File: src/rtl/proc_defs.sv
// Shared definitions for the ECE352 pipeline back-end: opcodes, register indices,
// decoded-field record and control state encoding.
package proc_defs;

   localparam logic [3:0] I_LOAD  = 4'b0000;
   localparam logic [3:0] I_STORE = 4'b0010;
   localparam logic [3:0] I_ADD   = 4'b0100;
   localparam logic [3:0] I_SUB   = 4'b0110;
   localparam logic [3:0] I_NAND  = 4'b1000;
   localparam logic [3:0] I_NOP   = 4'b1010;
   localparam logic [3:0] I_STOP  = 4'b0001;
   localparam logic [2:0] I_SHIFT = 3'b011;
   localparam logic [2:0] I_ORI   = 3'b111;

   localparam int unsigned REG_IDX_W = 2;
   typedef logic [REG_IDX_W-1:0] reg_idx_t;

   // ori always targets and reads this register
   localparam reg_idx_t ORI_REG = 2'b01;

   typedef enum logic [1:0] {
      StRun,
      StDrain,
      StHalted
   } state_e;

   typedef struct packed {
      logic     writes_reg;
      reg_idx_t dest;
      logic     uses_a;
      reg_idx_t src_a;
      logic     uses_b;
      reg_idx_t src_b;
      logic     is_load;
      logic     sets_flags;
      logic     is_store;
      logic     is_stop;
   } fields_t;

   // True when reader rd consumes a register that writer wr will update.
   function automatic logic raw_hit(fields_t rd, fields_t wr);
      return wr.writes_reg &&
             ((rd.uses_a && (rd.src_a == wr.dest)) || (rd.uses_b && (rd.src_b == wr.dest)));
   endfunction

endpackage

File: src/rtl/instr_fields.sv
// Combinational instruction decode into the fields the control logic needs.
// An invalid slot decodes to all-zero, i.e. a bubble.
module instr_fields
   import proc_defs::*;
#(
   parameter int unsigned INSTR_W = 8
) (
   input  logic               i_valid,
   input  logic [INSTR_W-1:0] i_instr,
   output fields_t            o_fields
);

   logic [3:0] w_op;
   reg_idx_t   w_r1;
   reg_idx_t   w_r2;

   assign w_op = i_instr[3:0];
   assign w_r1 = i_instr[7:6];
   assign w_r2 = i_instr[5:4];

   always_comb begin
      o_fields = '0;
      if (i_valid) begin
         if (w_op[2:0] == I_SHIFT) begin
            o_fields.writes_reg = 1'b1;
            o_fields.dest       = w_r1;
            o_fields.uses_a     = 1'b1;
            o_fields.src_a      = w_r1;
            o_fields.sets_flags = 1'b1;
         end else if (w_op[2:0] == I_ORI) begin
            o_fields.writes_reg = 1'b1;
            o_fields.dest       = ORI_REG;
            o_fields.uses_a     = 1'b1;
            o_fields.src_a      = ORI_REG;
            o_fields.sets_flags = 1'b1;
         end else begin
            case (w_op)
               I_LOAD: begin
                  o_fields.writes_reg = 1'b1;
                  o_fields.dest       = w_r1;
                  o_fields.uses_b     = 1'b1;
                  o_fields.src_b      = w_r2;
                  o_fields.is_load    = 1'b1;
               end
               I_STORE: begin
                  o_fields.uses_a   = 1'b1;
                  o_fields.src_a    = w_r1;
                  o_fields.uses_b   = 1'b1;
                  o_fields.src_b    = w_r2;
                  o_fields.is_store = 1'b1;
               end
               I_ADD, I_SUB, I_NAND: begin
                  o_fields.writes_reg = 1'b1;
                  o_fields.dest       = w_r1;
                  o_fields.uses_a     = 1'b1;
                  o_fields.src_a      = w_r1;
                  o_fields.uses_b     = 1'b1;
                  o_fields.src_b      = w_r2;
                  o_fields.sets_flags = 1'b1;
               end
               I_STOP: o_fields.is_stop = 1'b1;
               default: ;
            endcase
         end
      end
   end

endmodule

File: src/rtl/control_write.sv
// Write-side control of the ECE352 pipeline: EX/WB slots, write strobes,
// RAW hazard detection and the stop/drain/halt sequence.
module control_write
   import proc_defs::*;
#(
   parameter bit          WRITE_THROUGH = 1'b0,
   parameter int unsigned INSTR_W       = 8
) (
   input  logic               i_clock,
   input  logic               i_reset,
   input  logic [INSTR_W-1:0] i_in_instr,
   input  logic               i_in_valid,
   output logic               o_in_ready,
   output logic               o_rf_write,
   output logic [1:0]         o_rf_wsel,
   output logic               o_wb_src,
   output logic               o_flag_write,
   output logic               o_mem_write,
   output logic [INSTR_W-1:0] o_ir3_out,
   output logic               o_hazard,
   output logic               o_halted
);

   state_e             r_state;
   logic               r_ir3_valid;
   logic [INSTR_W-1:0] r_ir3;
   logic               r_ir4_valid;
   logic [INSTR_W-1:0] r_ir4;

   fields_t w_in_f;
   fields_t w_ir3_f;
   fields_t w_ir4_f;
   logic    w_accept;
   logic    w_live;

   instr_fields #(.INSTR_W(INSTR_W)) u_dec_in (
      .i_valid  (i_in_valid),
      .i_instr  (i_in_instr),
      .o_fields (w_in_f)
   );

   instr_fields #(.INSTR_W(INSTR_W)) u_dec_ir3 (
      .i_valid  (r_ir3_valid),
      .i_instr  (r_ir3),
      .o_fields (w_ir3_f)
   );

   instr_fields #(.INSTR_W(INSTR_W)) u_dec_ir4 (
      .i_valid  (r_ir4_valid),
      .i_instr  (r_ir4),
      .o_fields (w_ir4_f)
   );

   // With a write-through register file the WB slot result is already visible.
   assign o_hazard   = raw_hit(w_in_f, w_ir3_f) | (!WRITE_THROUGH && raw_hit(w_in_f, w_ir4_f));
   assign o_in_ready = (r_state == StRun) && !o_hazard;
   assign w_accept   = i_in_valid && o_in_ready;
   assign w_live     = (r_state != StHalted);

   assign o_rf_write   = w_live && w_ir4_f.writes_reg;
   assign o_rf_wsel    = w_ir4_f.dest;
   assign o_wb_src     = w_live && w_ir4_f.is_load;
   assign o_flag_write = w_live && w_ir4_f.sets_flags;
   assign o_mem_write  = w_live && w_ir3_f.is_store;
   assign o_ir3_out    = r_ir3;
   assign o_halted     = (r_state == StHalted);

   always_ff @(posedge i_clock) begin
      if (i_reset) begin
         r_state     <= StRun;
         r_ir3_valid <= 1'b0;
         r_ir3       <= '0;
         r_ir4_valid <= 1'b0;
         r_ir4       <= '0;
      end else begin
         if (w_live) begin
            r_ir3_valid <= w_accept;
            r_ir3       <= w_accept ? i_in_instr : '0;
            r_ir4_valid <= r_ir3_valid;
            r_ir4       <= r_ir3;
         end
         unique case (r_state)
            StRun:    if (w_accept && w_in_f.is_stop) r_state <= StDrain;
            StDrain:  if (w_ir4_f.is_stop) r_state <= StHalted;
            StHalted: ;
            default:  r_state <= StRun;
         endcase
      end
   end

endmodule

File: config.mk
export PLATFORM = sky130hd
export DESIGN_NAME = control_write
export DESIGN_NICKNAME = d
export VERILOG_FILES = /design/src/rtl/proc_defs.sv /design/src/rtl/instr_fields.sv /design/src/rtl/control_write.sv
export SDC_FILE = /design/constraint.sdc
export NUM_CORES = 1
export LEC_CHECK = 0
export BUFFER_PORTS_ARGS = -buffer_cell sky130_fd_sc_hd__buf_2
export CAP_MARGIN = 5
export CELL_PAD_IN_SITES_DETAIL_PLACEMENT = 0
export CELL_PAD_IN_SITES_GLOBAL_PLACEMENT = 1
export CORE_ASPECT_RATIO = 1.25
export CORE_MARGIN = 1.5
export CORE_UTILIZATION = 42
export DETAILED_ROUTE_END_ITERATION = 10
export GPL_TIMING_DRIVEN = 0
export PLACE_DENSITY_LB_ADDON = 0.25
export REMOVE_ABC_BUFFERS = 1
export SYNTH_ARGS = -nofsm -noshare
export SYNTH_HDL_FRONTEND = slang
export SYNTH_HIERARCHICAL = 1
export SYNTH_SLANG_ARGS = --single-unit
File: constraint.sdc
create_clock -name i_clock -period 2.69 [get_ports i_clock]
set_clock_uncertainty 0.05 [all_clocks]
set_input_delay 0.269 -clock i_clock [delete_from_list [all_inputs] [get_ports i_clock]]
set_output_delay 0.269 -clock i_clock [all_outputs]
set_load 0.01 [all_outputs]
==> flow_summary.json <==
{
  "overflow": 0,
  "viasPerCell": 5.36,
  "worst-r2r-setup-slack_ns": 0.47,
  "dr_wl_met3_um": 77,
  "top_layer": "met4",
  "period_minus_slack_ns": 2.49,
  "layout-drive-gt1-share_pct": 32.8,
  "min_period_over_period_pct": 92.5,
  "layout.nets": 195,
  "worst_pin_slew_ns": 0.601,
  "root_buffer": "clkbuf_8",
  "cp_max_fo": 10,
  "final_core_util_pct": 47.6,
  "wl_per_cell_um": 13.4,
  "slew_viol_final": 0,
  "grt_pass1_wl_mm": 4.78,
  "worst_slack_ns": 0.202,
  "final-hold-violation-count": 0,
  "area_growth_pct": 9.06,
  "grt_use_total_pct": 17.6,
  "post-dp-hpwl_mm": 2.29,
  "cap_violations": 0,
  "antenna_found_initial": 0,
  "critPathRequiredTime_ns": 2.37,
  "antenna_cells": 0,
  "fp-row-count": 23,
  "worst_path_max_delay_cell": "dfxtp_1",
  "io_pins": 28,
  "grt_pass1_vias": 1088,
  "dr.first_iter.drc_count": 22,
  "die_area_um2": 3680,
  "grt_max_degree": 15,
  "setup_viol": 0,
  "finalSetupTns_ns": 0,
  "hp-class": "input port to flop",
  "path_delay_family": "simple AND/OR/NAND/NOR gates",
  "worstSetupEndpointType": "output port",
  "rsz0062_at_grt": "false",
  "clockBufferDepth": 2,
  "relSlewSlack_pct": 59.8,
  "dp_slack_ns": 0.0764,
  "htree_levels": 1,
  "max_freq_mhz": 402,
  "placed_area_um2": 1410,
  "crit_arrival_ns": 2.17,
  "gp_congestion": 0.758,
  "cts_buffers": 3,
  "core_um2": 3190,
  "start_util_pct": 43.7,
  "wl_met2_mm": 1.61,
  "drc_errors": 0,
  "firstDrtPassIters": 4,
  "p_per_area_nw_per_um2": 408,
  "vias": 1179,
  "insertion_delay_ns": 0.25,
  "power_uw": 621,
  "max_stage_delay_ns": 0.40,
  "leakage_uw": 0.000634,
  "max-vdd-ir-drop_mv": 0.185,
  "cp_cell_sequence": "and3_4 -> a31o_1 -> o31a_1 -> xnor2_1 -> nand4_1 -> nand4_4 -> buf_12 -> buf_2",
  "synth.avg_cell_area_um2": 8.51,
  "fp.dieH_um": 67.4,
  "startpoint_type": "flop",
  "synthCells": 164,
  "nFillCells": 320,
  "final_antenna_net_count": 0,
  "critPathKind": "flop to output port",
  "clkSinkCount": 18,
  "tritoncts": "built",
  "port_buffers": 27,
  "met1_length_mm": 1.25,
  "final_cell_area_um2": 1520,
  "yosys_warnings": 6,
  "die_x_um": 54.6,
  "wirelength_mm": 2.96,
  "status": "completed",
  "path_clk_slew_ns": 0.07,
  "path_buf_inv": 2,
  "syn-cell-area_um2": 1400
}
## per-layer routing
layer / track usage [%] / vias up
met3: 2.65 / 2
met2: 33.3 / 16
met4: 4.69 / 0
met5: 0 / -
li1: - / 598
met1: 19.6 / 563
## final cells by class
class                   count  area (µm²)  area share, %
clock buffers               4        55.1           3.62
inverters                  10        37.5           2.47
multi-input cells         119         835           54.9
flip-flops and latches     18         363           23.8
well taps                  37        46.3           3.04
repair buffers             32         185           12.2
## registers in the layout (all words and copies together) (netlist names)
name	flops
r_ir4_valid	1
o_ir3_out	8
r_state	2
r_ir4	6
r_ir3_valid	1
## power by group
group	total [µW]	leakage [µW]	switching [µW]	internal, µW
clock	217	0.0000288	87.7	130
combinational	110	0.000457	56.8	53.2
sequential	294	0.000148	16.2	277
## tightest hold or removal path, delay by kind of cell
kind	cells	cell delay, ns
AO/OA/AOI/OAI	1	0.06
buffers and inverters	2	0.15
## cells in the final DEF, fill, tap and decap left out, types with 3 or more instances in the layout
cell type,n
mux2i_1,3
nor2_1,9
clkbuf_8,4
a21boi_0,4
buf_4,4
nand4_1,4
xnor2_1,10
buf_2,27
and3_4,3
a31o_1,3
o31ai_2,9
a21oi_1,8
inv_1,9
nand2_1,28
and2_1,6
dfxtp_1,16
## what timing repair did
action                     in CTS  in global routing
setup endpoints to repair       2                  1
hold buffers                    0                  0
gates cloned                    0                  0
pin swaps                       0                  1
resized for setup               3                  0
hold endpoints to repair        0                  0
buffers inserted                0                  5
## final timing paths
kind / to / depth (start not counted) / from
setup / recovery: o_hazard / 8 / o_ir3_out[1]
hold / removal: o_ir3_out[7] / 3 / i_in_instr[7]
setup reg to reg: o_ir3_out[0] / 9 / o_ir3_out[1]
hold reg to reg: r_ir4[7] / 2 / r_ir4[7]
## stage by stage
step	hold WS, ns	cells
after CTS	0.240	215
after global placement	0.392	211
after global routing	0.237	220
after floorplan	0.288	147
final	0.237	220
after detailed placement	0.399	211
(Power assumes the default switching activity.)
